===== config.mk =====
export PLATFORM = sky130hd
export DESIGN_NAME = sim_ctrl_mon
export DESIGN_NICKNAME = d
export VERILOG_FILES = /design/src/rtl/sim_ctrl_pkg.sv /design/src/rtl/sim_ctrl_arb.sv /design/src/rtl/sim_ctrl_mon.sv
export SDC_FILE = /design/constraint.sdc
export NUM_CORES = 1
export LEC_CHECK = 0
export BUFFER_PORTS_ARGS = -buffer_cell sky130_fd_sc_hd__buf_2
export CAP_MARGIN = 40
export CORE_AREA = 2 2 141 143
export DETAILED_ROUTE_END_ITERATION = 8
export DIE_AREA = 0 0 143 145
export PLACE_DENSITY = 0.54
export SLEW_MARGIN = 20
export SYNTH_ARGS = -nofsm -noshare
export SYNTH_HDL_FRONTEND = slang
export SYNTH_SLANG_ARGS = --single-unit

===== constraint.sdc =====
create_clock -name clk -period 2.7 [get_ports clk]
set_input_delay 0 -clock clk [delete_from_list [all_inputs] [get_ports clk]]
set_output_delay 0 -clock clk [all_outputs]
set_load 0.01 [all_outputs]

===== src/rtl/sim_ctrl_pkg.sv =====
// sim_ctrl_pkg: shared types and default constants for the simulation-control monitor.
// Revision: 1.0
`default_nettype none

package sim_ctrl_pkg;

    typedef enum logic [1:0] {
        IDLE    = 2'd0,
        RUN     = 2'd1,
        DONE    = 2'd2,
        TIMEOUT = 2'd3
    } sim_ctrl_state_e;

    localparam int unsigned DEF_END_ADDR  = 'h3fff;
    localparam logic [31:0] DEF_END_CODE  = 32'hFFFF_FFFF;
    localparam int unsigned DEF_MAX_CYCLE = 300000;

    typedef struct packed {
        logic done;
        logic pass;
        logic timeout;
    } sim_ctrl_status_t;

endpackage

`default_nettype wire


===== src/rtl/sim_ctrl_arb.sv =====
// sim_ctrl_arb: combinational lowest-index priority encoder over per-port hit bits.
// Revision: 1.0
`default_nettype none

module sim_ctrl_arb #(
    parameter int NUM_PORTS = 2,
    parameter int IDX_W     = (NUM_PORTS > 1) ? $clog2(NUM_PORTS) : 1
) (
    input  logic [NUM_PORTS-1:0] hit,
    output logic                 any_hit,
    output logic [IDX_W-1:0]     hit_idx
);

    // Scan from the top down so the lowest set index is the last one written.
    always_comb begin
        any_hit = |hit;
        hit_idx = '0;
        for (int i = NUM_PORTS - 1; i >= 0; i--) begin
            if (hit[i]) hit_idx = IDX_W'(i);
        end
    end

endmodule

`default_nettype wire


===== src/rtl/sim_ctrl_mon.sv =====
// sim_ctrl_mon: snoops DM write ports for the exit store, counts run cycles, runs a watchdog.
// Optional per-port accepted-write counters enabled by macro SIM_CTRL_WR_CNT_EN. Revision: 1.0
`default_nettype none

module sim_ctrl_mon
    import sim_ctrl_pkg::*;
#(
    parameter int                 NUM_PORTS = 2,
    parameter int                 ADDR_W    = 14,
    parameter int                 DATA_W    = 32,
    parameter int                 CNT_W     = 64,
    parameter logic [ADDR_W-1:0]  END_ADDR  = ADDR_W'(DEF_END_ADDR),
    parameter logic [DATA_W-1:0]  END_CODE  = DATA_W'(DEF_END_CODE),
    parameter int unsigned        MAX_CYCLE = DEF_MAX_CYCLE,
    parameter int                 PORT_W    = (NUM_PORTS > 1) ? $clog2(NUM_PORTS) : 1
) (
    input  logic                            clk,
    input  logic                            rst,
    input  logic                            start,
    input  logic [NUM_PORTS-1:0]            wr_en,
    input  logic [NUM_PORTS*ADDR_W-1:0]     wr_addr,
    input  logic [NUM_PORTS*DATA_W-1:0]     wr_data,
    input  logic [NUM_PORTS*DATA_W/8-1:0]   wr_strb,
    output logic                            running,
    output logic                            done,
    output logic                            pass,
    output logic                            timeout,
    output logic [DATA_W-1:0]               exit_code,
    output logic [PORT_W-1:0]               exit_port,
    output logic [CNT_W-1:0]                total_cycle,
    output logic [NUM_PORTS*32-1:0]         wr_count
);

    localparam int              STRB_W = DATA_W / 8;
    localparam logic [CNT_W-1:0] LIMIT = CNT_W'(MAX_CYCLE - 1);

    sim_ctrl_state_e  state;
    sim_ctrl_status_t status;

    logic [NUM_PORTS-1:0] hit;
    logic                 any_hit;
    logic [PORT_W-1:0]    hit_idx;
    logic [DATA_W-1:0]    win_data;

    generate
        for (genvar p = 0; p < NUM_PORTS; p++) begin : g_hit
            assign hit[p] = wr_en[p]
                         && (wr_addr[p*ADDR_W +: ADDR_W] == END_ADDR)
                         && (&wr_strb[p*STRB_W +: STRB_W]);
        end
    endgenerate

    sim_ctrl_arb #(
        .NUM_PORTS (NUM_PORTS),
        .IDX_W     (PORT_W)
    ) u_arb (
        .hit     (hit),
        .any_hit (any_hit),
        .hit_idx (hit_idx)
    );

    assign win_data = wr_data[int'(hit_idx)*DATA_W +: DATA_W];

    always_ff @(posedge clk or posedge rst) begin
        if (rst) begin
            state       <= IDLE;
            status      <= '0;
            running     <= 1'b0;
            exit_code   <= '0;
            exit_port   <= '0;
            total_cycle <= '0;
        end else begin
            case (state)
                IDLE: begin
                    if (start) begin
                        state   <= RUN;
                        running <= 1'b1;
                    end
                end
                RUN: begin
                    if (total_cycle != '1) total_cycle <= total_cycle + CNT_W'(1);
                    // An end hit on the watchdog's final edge still counts as a clean finish.
                    if (any_hit) begin
                        state          <= DONE;
                        running        <= 1'b0;
                        status.done    <= 1'b1;
                        status.pass    <= (win_data == END_CODE);
                        exit_code      <= win_data;
                        exit_port      <= hit_idx;
                    end else if (total_cycle == LIMIT) begin
                        state          <= TIMEOUT;
                        running        <= 1'b0;
                        status.timeout <= 1'b1;
                    end
                end
                default: ;
            endcase
        end
    end

    assign done    = status.done;
    assign pass    = status.pass;
    assign timeout = status.timeout;

`ifdef SIM_CTRL_WR_CNT_EN
    generate
        for (genvar p = 0; p < NUM_PORTS; p++) begin : g_wr_cnt
            logic [31:0] cnt;
            always_ff @(posedge clk or posedge rst) begin
                if (rst)                            cnt <= '0;
                else if (state == RUN && wr_en[p])  cnt <= cnt + 32'd1;
            end
            assign wr_count[p*32 +: 32] = cnt;
        end
    endgenerate
`else
    assign wr_count = '0;
`endif

endmodule

`default_nettype wire


==> metrics.md, run 1 <==
| Metric | Value |
|---|---|
| Final Max Slew Viols | 0 |
| F_max | between 0.3 and 0.4 GHz |
| DR pass1 iterations | 6 |
| DP HPWL | roughly 14000 µm |
| Final GP Congestion | 0.8300 |
| Most common cell in the netlist | dfrtp_1 |
| Area after DPL | 0.007004 mm² |
| Largest family of logic cells by synthesized area | simple AND/OR/NAND/NOR gates |
| Dominant cells by area after synthesis | dfrtp_1 (45%), buf_4 (8.5%), xnor2_1 (6.3%), nand4_1 (5.9%), mux2i_1 (5.6%) |
| Critical-path top delay cell | or4_4 |
| Synth Cell Area | around 0.0057 mm² |
| # rows | 51 |
| Port Buffer Count | 205 |
| Number of synthesized flops with an enable pin | 0 |
| Hold Crit Class | primary input to register |
| Worst setup EP type | register |
| CTS sink cnt | 103 |
| Detailed Route WL | 18200 µm |
| PD cells | ~440 mW/mm² |
| Yosys top cell area share | 45.38% |
| Yosys cell types | 42 |
| Cell area after layout | just under 0.008 mm² |
| Hold path startpoint | wr_data[57] |
| Worst-Margin Slew | between 0.6 and 0.7 ns |
| Xor and xnor area share after synthesis | under 10% |
| Synth warnings | 0 |
| Slowest Stage Delay on Critical Path | around 0.58 ns |
| Fin crit period | 2.571 ns |
| Crit path launch type | register |
| DIE HEIGHT | approximately 150 µm |
| CTS tree | done |
| Core area | 0.01921 mm² |
| CTS clk-pin slew, worst paths | approximately 0.08 ns |
| Antenna diodes | 0 |
| Total Routing Usage GR | ~17% |
| Compound-gate portion of the synthesized area | 4.560% |
| Setup CP Type | register to register |
| Crit path max fanout | 5 |
| Max VDD drop | 0.2870 mV |
| CP cell instances | nand4_1, or4_1, or4_4, or4b_4, nor2_1, xor2_1 |
| Number of synthesized register bits | 103 |
| Setup TNS | 0 ns |
| CTS Buffer Depth | 2 |
| I/O pin cnt | 270 |
| Setup-failing EPs final | 0 |
| H-tree lvl count | 3 |
| Status | finished, final reports clean |
| First-pass GRT wire length | 27880 µm |
| Final Hold Vio Count | 0 |
| Largest net degree at the start of global routing | 66 |
| Initial antenna violation count | 0 |
| Synth Area in Simple Gates | 24.15% |
| Drt first-iter violations | between 200 and 250 |
| Total power | around 3.5 mW |
| Share of layout cells above drive strength 1 | between 30% and 40% |
| Final worst path period share | 95.21% |
| Post-synthesis sequential area ratio | between 40% and 50% |
| Clk_lat worst skew | 0.36 ns |
| Filler instances | approximately 1900 |
| Critical path arrival | roughly 2.9 ns |
| Starting Density | roughly 30% |
| Vias per cell | 4.613 |
| Routed vias | between 5000 and 6000 |
| Clock root buffer | clkbuf_16 |
| Worst EP required | approximately 3 ns |
| Nets | ~980 |
| Die area | between 0.02 and 0.025 mm² |
| Synth async-reset ratio | between 90% and 100% |
| Max-Cap Viols | 0 |
| Relative slew slack | between 50% and 60% |
| Area Growth Syn to Fin | 38.29% |
| Remaining antenna violation count | 0 |
| Die W | 143 µm |
| RSZ-0062 raised after global routing | false |
| Ys flop type | dfrtp_1 |
| Crit-path leading delay family | simple AND/OR/NAND/NOR gates |
| Drc violations | 0 |
| Number of global-route vias before repair | ~5200 |
| Crit path from | total_cycle[19] |
| Grt ovf | 0 |
| Most frequent cells after synthesis | dfrtp_1 (103), buf_4 (64), nand2_1 (60) |
| CTS buffer count | 9 |
| Worst reg2reg path startpoint | total_cycle[19] |
| Per-cell routed wire length | 15.95 µm |
| Layout Skew | 0.01532 ns |
| Post-synthesis mux area share | approximately 5.6% |
| Area leader, netlist | dfrtp_1 |
| Setup bufs post-CTS | 0 |
| CP bufs+invs | 0 |
| Post-Synth Adder-Cell Area | 0.2203% |
| Post-Syn Area per Cell | ~9.6 µm² |
| Synth Instances | between 500 and 600 |
| Pleak | 3.881 nW |
==> sequential cells by signal, indices dropped and copies added, names as in the netlist <==
signal,flops
total_cycle,64
exit_code,32
state,2
done,1
exit_port,1
pass,1
running,1
timeout,1
==> what timing repair did <==
action / in CTS / in global routing
gates resized for setup: 0 / 1
hold buffers: 55 / 0
endpoints found under the hold margin: 99 / 0
setup endpoints to repair: 0 / 2
==> worst reg2reg max path, cell delays in order, from the launching register on <==
cell	delay, ns
dfrtp_1	0.41
nand4_1	0.14
or4_1	0.52
or4_4	0.58
or4b_4	0.55
nor2_1	0.14
xor2_1	0.15
==> final timing paths <==
| check | slack (ns) | cells past startpoint | to |
|---|---|---|---|
| min in group asynchronous | 0.33 | 4 | done |
| hold reg to reg | 0.47 | 1 | done |
| setup / recovery | 0.13 | 6 | total_cycle[62] |
| hold / removal | 0.01 | 3 | exit_code[25] |
| setup reg to reg | 0.13 | 6 | total_cycle[62] |
| max in group asynchronous | 1.79 | 5 | total_cycle[55] |
==> report_power, final <==
part / internal (mW) / total [mW] / switching (mW)
logic: 0.220 / 0.462 / 0.242
registers: 1.59 / 1.67 / 0.0806
clock network: 0.656 / 1.34 / 0.679
total: 2.47 / 3.47 / 1.00
==> metrics by stage <==
| step | std cells | hold slack, ns | utilization (%) | worst slack, ns |
|---|---|---|---|---|
| after floorplan | 652 | 0.1962 | - | 0.1432 |
| after global placement | 1069 | 0.1665 | 36.36 | 0.1651 |
| after detailed placement | 1070 | 0.1663 | 36.47 | 0.1153 |
| after CTS | 1141 | 0.0003413 | 40.88 | 0.1058 |
| after global routing | 1141 | 0.02253 | 40.89 | 0.03156 |
| final | 1141 | 0.01452 | 40.89 | 0.1292 |
==> placed cells by master, fill, tap and decap left out, types with 3 or more instances in the layout <==
cell	Yosys	final
inv_1	7	6
nand3_1	35	35
nand4_1	54	54
nor3_1	11	11
or4_1	4	4
and3_1	13	13
nor2_1	26	26
o21ai_0	33	32
xor2_1	22	22
clkbuf_16	0	9
nor2b_1	5	4
and2_1	3	3
and4_1	9	9
nand2_1	60	60
a21oi_1	3	3
buf_2	1	205
xnor2_1	41	41
nor4_1	20	20
dlygate4sd3_1	0	55
dfrtp_1	103	102
nor4b_1	4	4
buf_4	64	30
conb_1	1	64
mux2i_1	32	32
==> kinds of logic after synthesis <==
logic type / after synthesis
DFF: 103
adders and majority gates: 1
muxes: 32
buffers and inverters: 91
xor gates and xnor gates: 63
AOI/OAI and AO/OA: 45
and+or+nand+nor: 253
other: 1
==> metal layers <==
metal	up-vias	GRT usage (%)	part of all wire [%]	routed length, µm
met4	0	5.891	2.7	486
met3	27	5.347	7.1	1300
met1	2487	20.58	42	7560
li1	2547	-	-	-
met2	202	29.16	49	8852
met5	-	0	0	0
==> final cells by class <==
type                            instances  area, µm²  area share, %
Multi-Input combinational cell        458       2774          35.32
Tap cell                              265      331.6          4.222
Inverter                                7      30.03         0.3823
Clock inverter                          7      72.57         0.9240
Sequential cell                       103       2579          32.83
Timing Repair Buffer                  292       1842          23.45
Clock buffer                            9      225.2          2.868
Note: power is estimated with default switching activity, not from simulation.
==> run 2: changes to the inputs <==
--- a/config.mk
+++ b/config.mk
@@ -11,6 +11,7 @@
 export DETAILED_ROUTE_END_ITERATION = 8
 export DIE_AREA = 0 0 143 145
 export PLACE_DENSITY = 0.54
+export REMOVE_ABC_BUFFERS = 1
 export SLEW_MARGIN = 20
 export SYNTH_ARGS = -nofsm -noshare
 export SYNTH_HDL_FRONTEND = slang
==> metrics.md, run 2 (synthesis results as in run 1) <==
| Metric | Value |
|---|---|
| Hold path startpoint | wr_data[1] |
| Setup CP Type | register to register |
| Relative slew slack | 54.41% |
| Core area | around 0.019 mm² |
| Cell area after layout | 0.007684 mm² |
| Area of the multi-input gates | roughly 0.0028 mm² |
| Port Buffer Count | 205 |
| Drt first-iter violations | 337 |
| Worst EP required | a little under 3 ns |
| Filler instances | around 1900 |
| Most common cell on crit path | or4_4 |
| Largest net degree at the start of global routing | 66 |
| Highest-count cells in the layout ignoring fill and taps | buf_2 (205), dfrtp_1 (103), conb_1 (64) |
| H-tree lvl count | 3 |
| Largest registers | total_cycle: 64 flops, exit_code: 32 flops, state: 2 flops |
| DR pass1 iterations | 4 |
| CTS clk-pin slew, worst paths | ~0.070 ns |
| I/O pin cnt | 270 |
| CTS Buffer Depth | 2 |
| Setup WS post-layout | ~0.12 ns |
| Hold Crit Depth | 3 |
| DIE HEIGHT | ~150 µm |
| F_max | between 0.3 and 0.4 GHz |
| Per-cell routed wire length | 15.67 µm |
| Vias per cell | 4.591 |
| Crit path max fanout | 5 |
| Worst setup EP type | register |
| Max reg flops | 64 |
| Hold Crit Class | primary input to register |
| Detailed Route WL | between 15000 and 20000 µm |
| DP HPWL | 13810 µm |
| PD cells | between 400 and 500 mW/mm² |
| Crit path launch type | register |
| Most flops, register | total_cycle |
| Hold EP | exit_code[1] |
| Worst-Margin Slew | 0.6838 ns |
| # rows | between 50 and 60 |
| Die W | 143 µm |
| Setup-failing EPs final | 0 |
| RSZ-0062 raised after global routing | false |
| Fin crit period | 2.578 ns |
| Share of layout cells above drive strength 1 | around 31% |
| Max-Cap Viols | 0 |
| CTS tree | done |
| Area after DPL | ~0.007 mm² |
| Die area | about 0.021 mm² |
| FF-to-FF setup slack | between 0.1 and 0.15 ns |
| Layout Skew | roughly 0.0085 ns |
| Nets | slightly below 1000 |
| CP cell instances | nand4_2, or4_4, or4_4, or4b_4, nor2_1, xor2_1 |
| Max VDD drop | approximately 0.35 mV |
| Post-Place Worst Slack | 0.1084 ns |
| RR Endpoint | total_cycle[62] |
| Pleak | approximately 3.8 nW |
| Grt ovf | 0 |
| Clk_lat worst skew | 0.35 ns |
| Status | finished, final reports clean |
| Drc violations | 0 |
| Initial antenna violation count | 0 |
| Starting Density | between 20 and 30% |
| Critical-path top delay cell | or4_4 |
| Routed vias | 5170 |
| Final Util | around 40% |
| CTS sink cnt | between 100 and 150 |
| Number of global-route vias before repair | roughly 4900 |
| Area Growth Syn to Fin | 35.29% |
| Clock root buffer | clkbuf_16 |
| Final Hold Vio Count | 0 |
| Critical path arrival | between 2 and 3 ns |
| Remaining antenna violation count | 0 |
| Worst reg2reg path startpoint | total_cycle[27] |
| Antenna diodes | 0 |
| First-pass GRT wire length | around 27000 µm |
| CTS buffer count | 9 |
| Storage cell area | 0.002577 mm² |
| Slowest Stage Delay on Critical Path | ~0.57 ns |
| Final worst path period share | 95.50% |
| Final GP Congestion | around 0.87 |
| Commonest non-fill, non-tap cell in the layout | buf_2 |
| Final Max Slew Viols | 0 |
| Total Routing Usage GR | 16.93% |
| Worst reg-to-reg path cell count | 6 |
run 2: cell type report:
| cell class | instances | share of cell area [%] |
|---|---|---|
| Sequential cell | 103 | 33.54 |
| Tap cell | 265 | 4.315 |
| Multi-Input combinational cell | 458 | 36.15 |
| Timing Repair Buffer | 277 | 21.79 |
| Inverter | 7 | 0.3745 |
| Clock inverter | 4 | 0.3582 |
| Clock buffer | 12 | 3.468 |
run 2: through the flow:
stage	setup TNS [ns]	std cells	total power, mW	hold slack [ns]
after floorplan	-38.76	568	1.883	0.1962
after global placement	0	1072	2.105	0.1564
after detailed placement	0	1072	2.110	0.1680
after CTS	0	1126	3.469	0.002297
after global routing	0	1126	3.601	0.02163
final	0	1126	3.425	0.004923
run 2: layer usage:
metal | GRT usage, % | part of all wire, %
met5 | 0 | 0
met4 | 6.040 | 2.4
met3 | 2.904 | 4.4
met2 | 25.38 | 46
met1 | 24.42 | 47
run 2: how the worst max path moves through the flow:
stage | cells after the start | to | start | slack (ns)
after floorplan | 4 | exit_code[0] | wr_strb[3] | -1.17
after global placement | 6 | total_cycle[62] | total_cycle[26] | 0.16
after detailed placement | 6 | total_cycle[62] | total_cycle[27] | 0.11
after CTS | 6 | total_cycle[62] | total_cycle[27] | 0.08
after global routing | 6 | total_cycle[62] | total_cycle[27] | 0.03
final | 6 | total_cycle[62] | total_cycle[27] | 0.12
run 2: what timing repair did:
| action | CTS | global route |
|---|---|---|
| hold buffers | 38 | 0 |
| setup buffers | 0 | 0 |
| endpoints found under the hold margin | 70 | 0 |
| gates resized for setup | 0 | 1 |
| endpoints found under the setup margin | 0 | 1 |
run 2: worst max-delay path, delay by kind of cell, from the launching register on:
| family | cells | cell delay, ns |
|---|---|---|
| simple gates | 5 | 1.97 |
| xor+xnor | 1 | 0.15 |
| flops | 1 | 0.38 |
run 2: power breakdown:
part           switching (mW)  internal (mW)
Sequential             0.0750           1.59
Combinational           0.249          0.196
Clock                   0.606          0.705
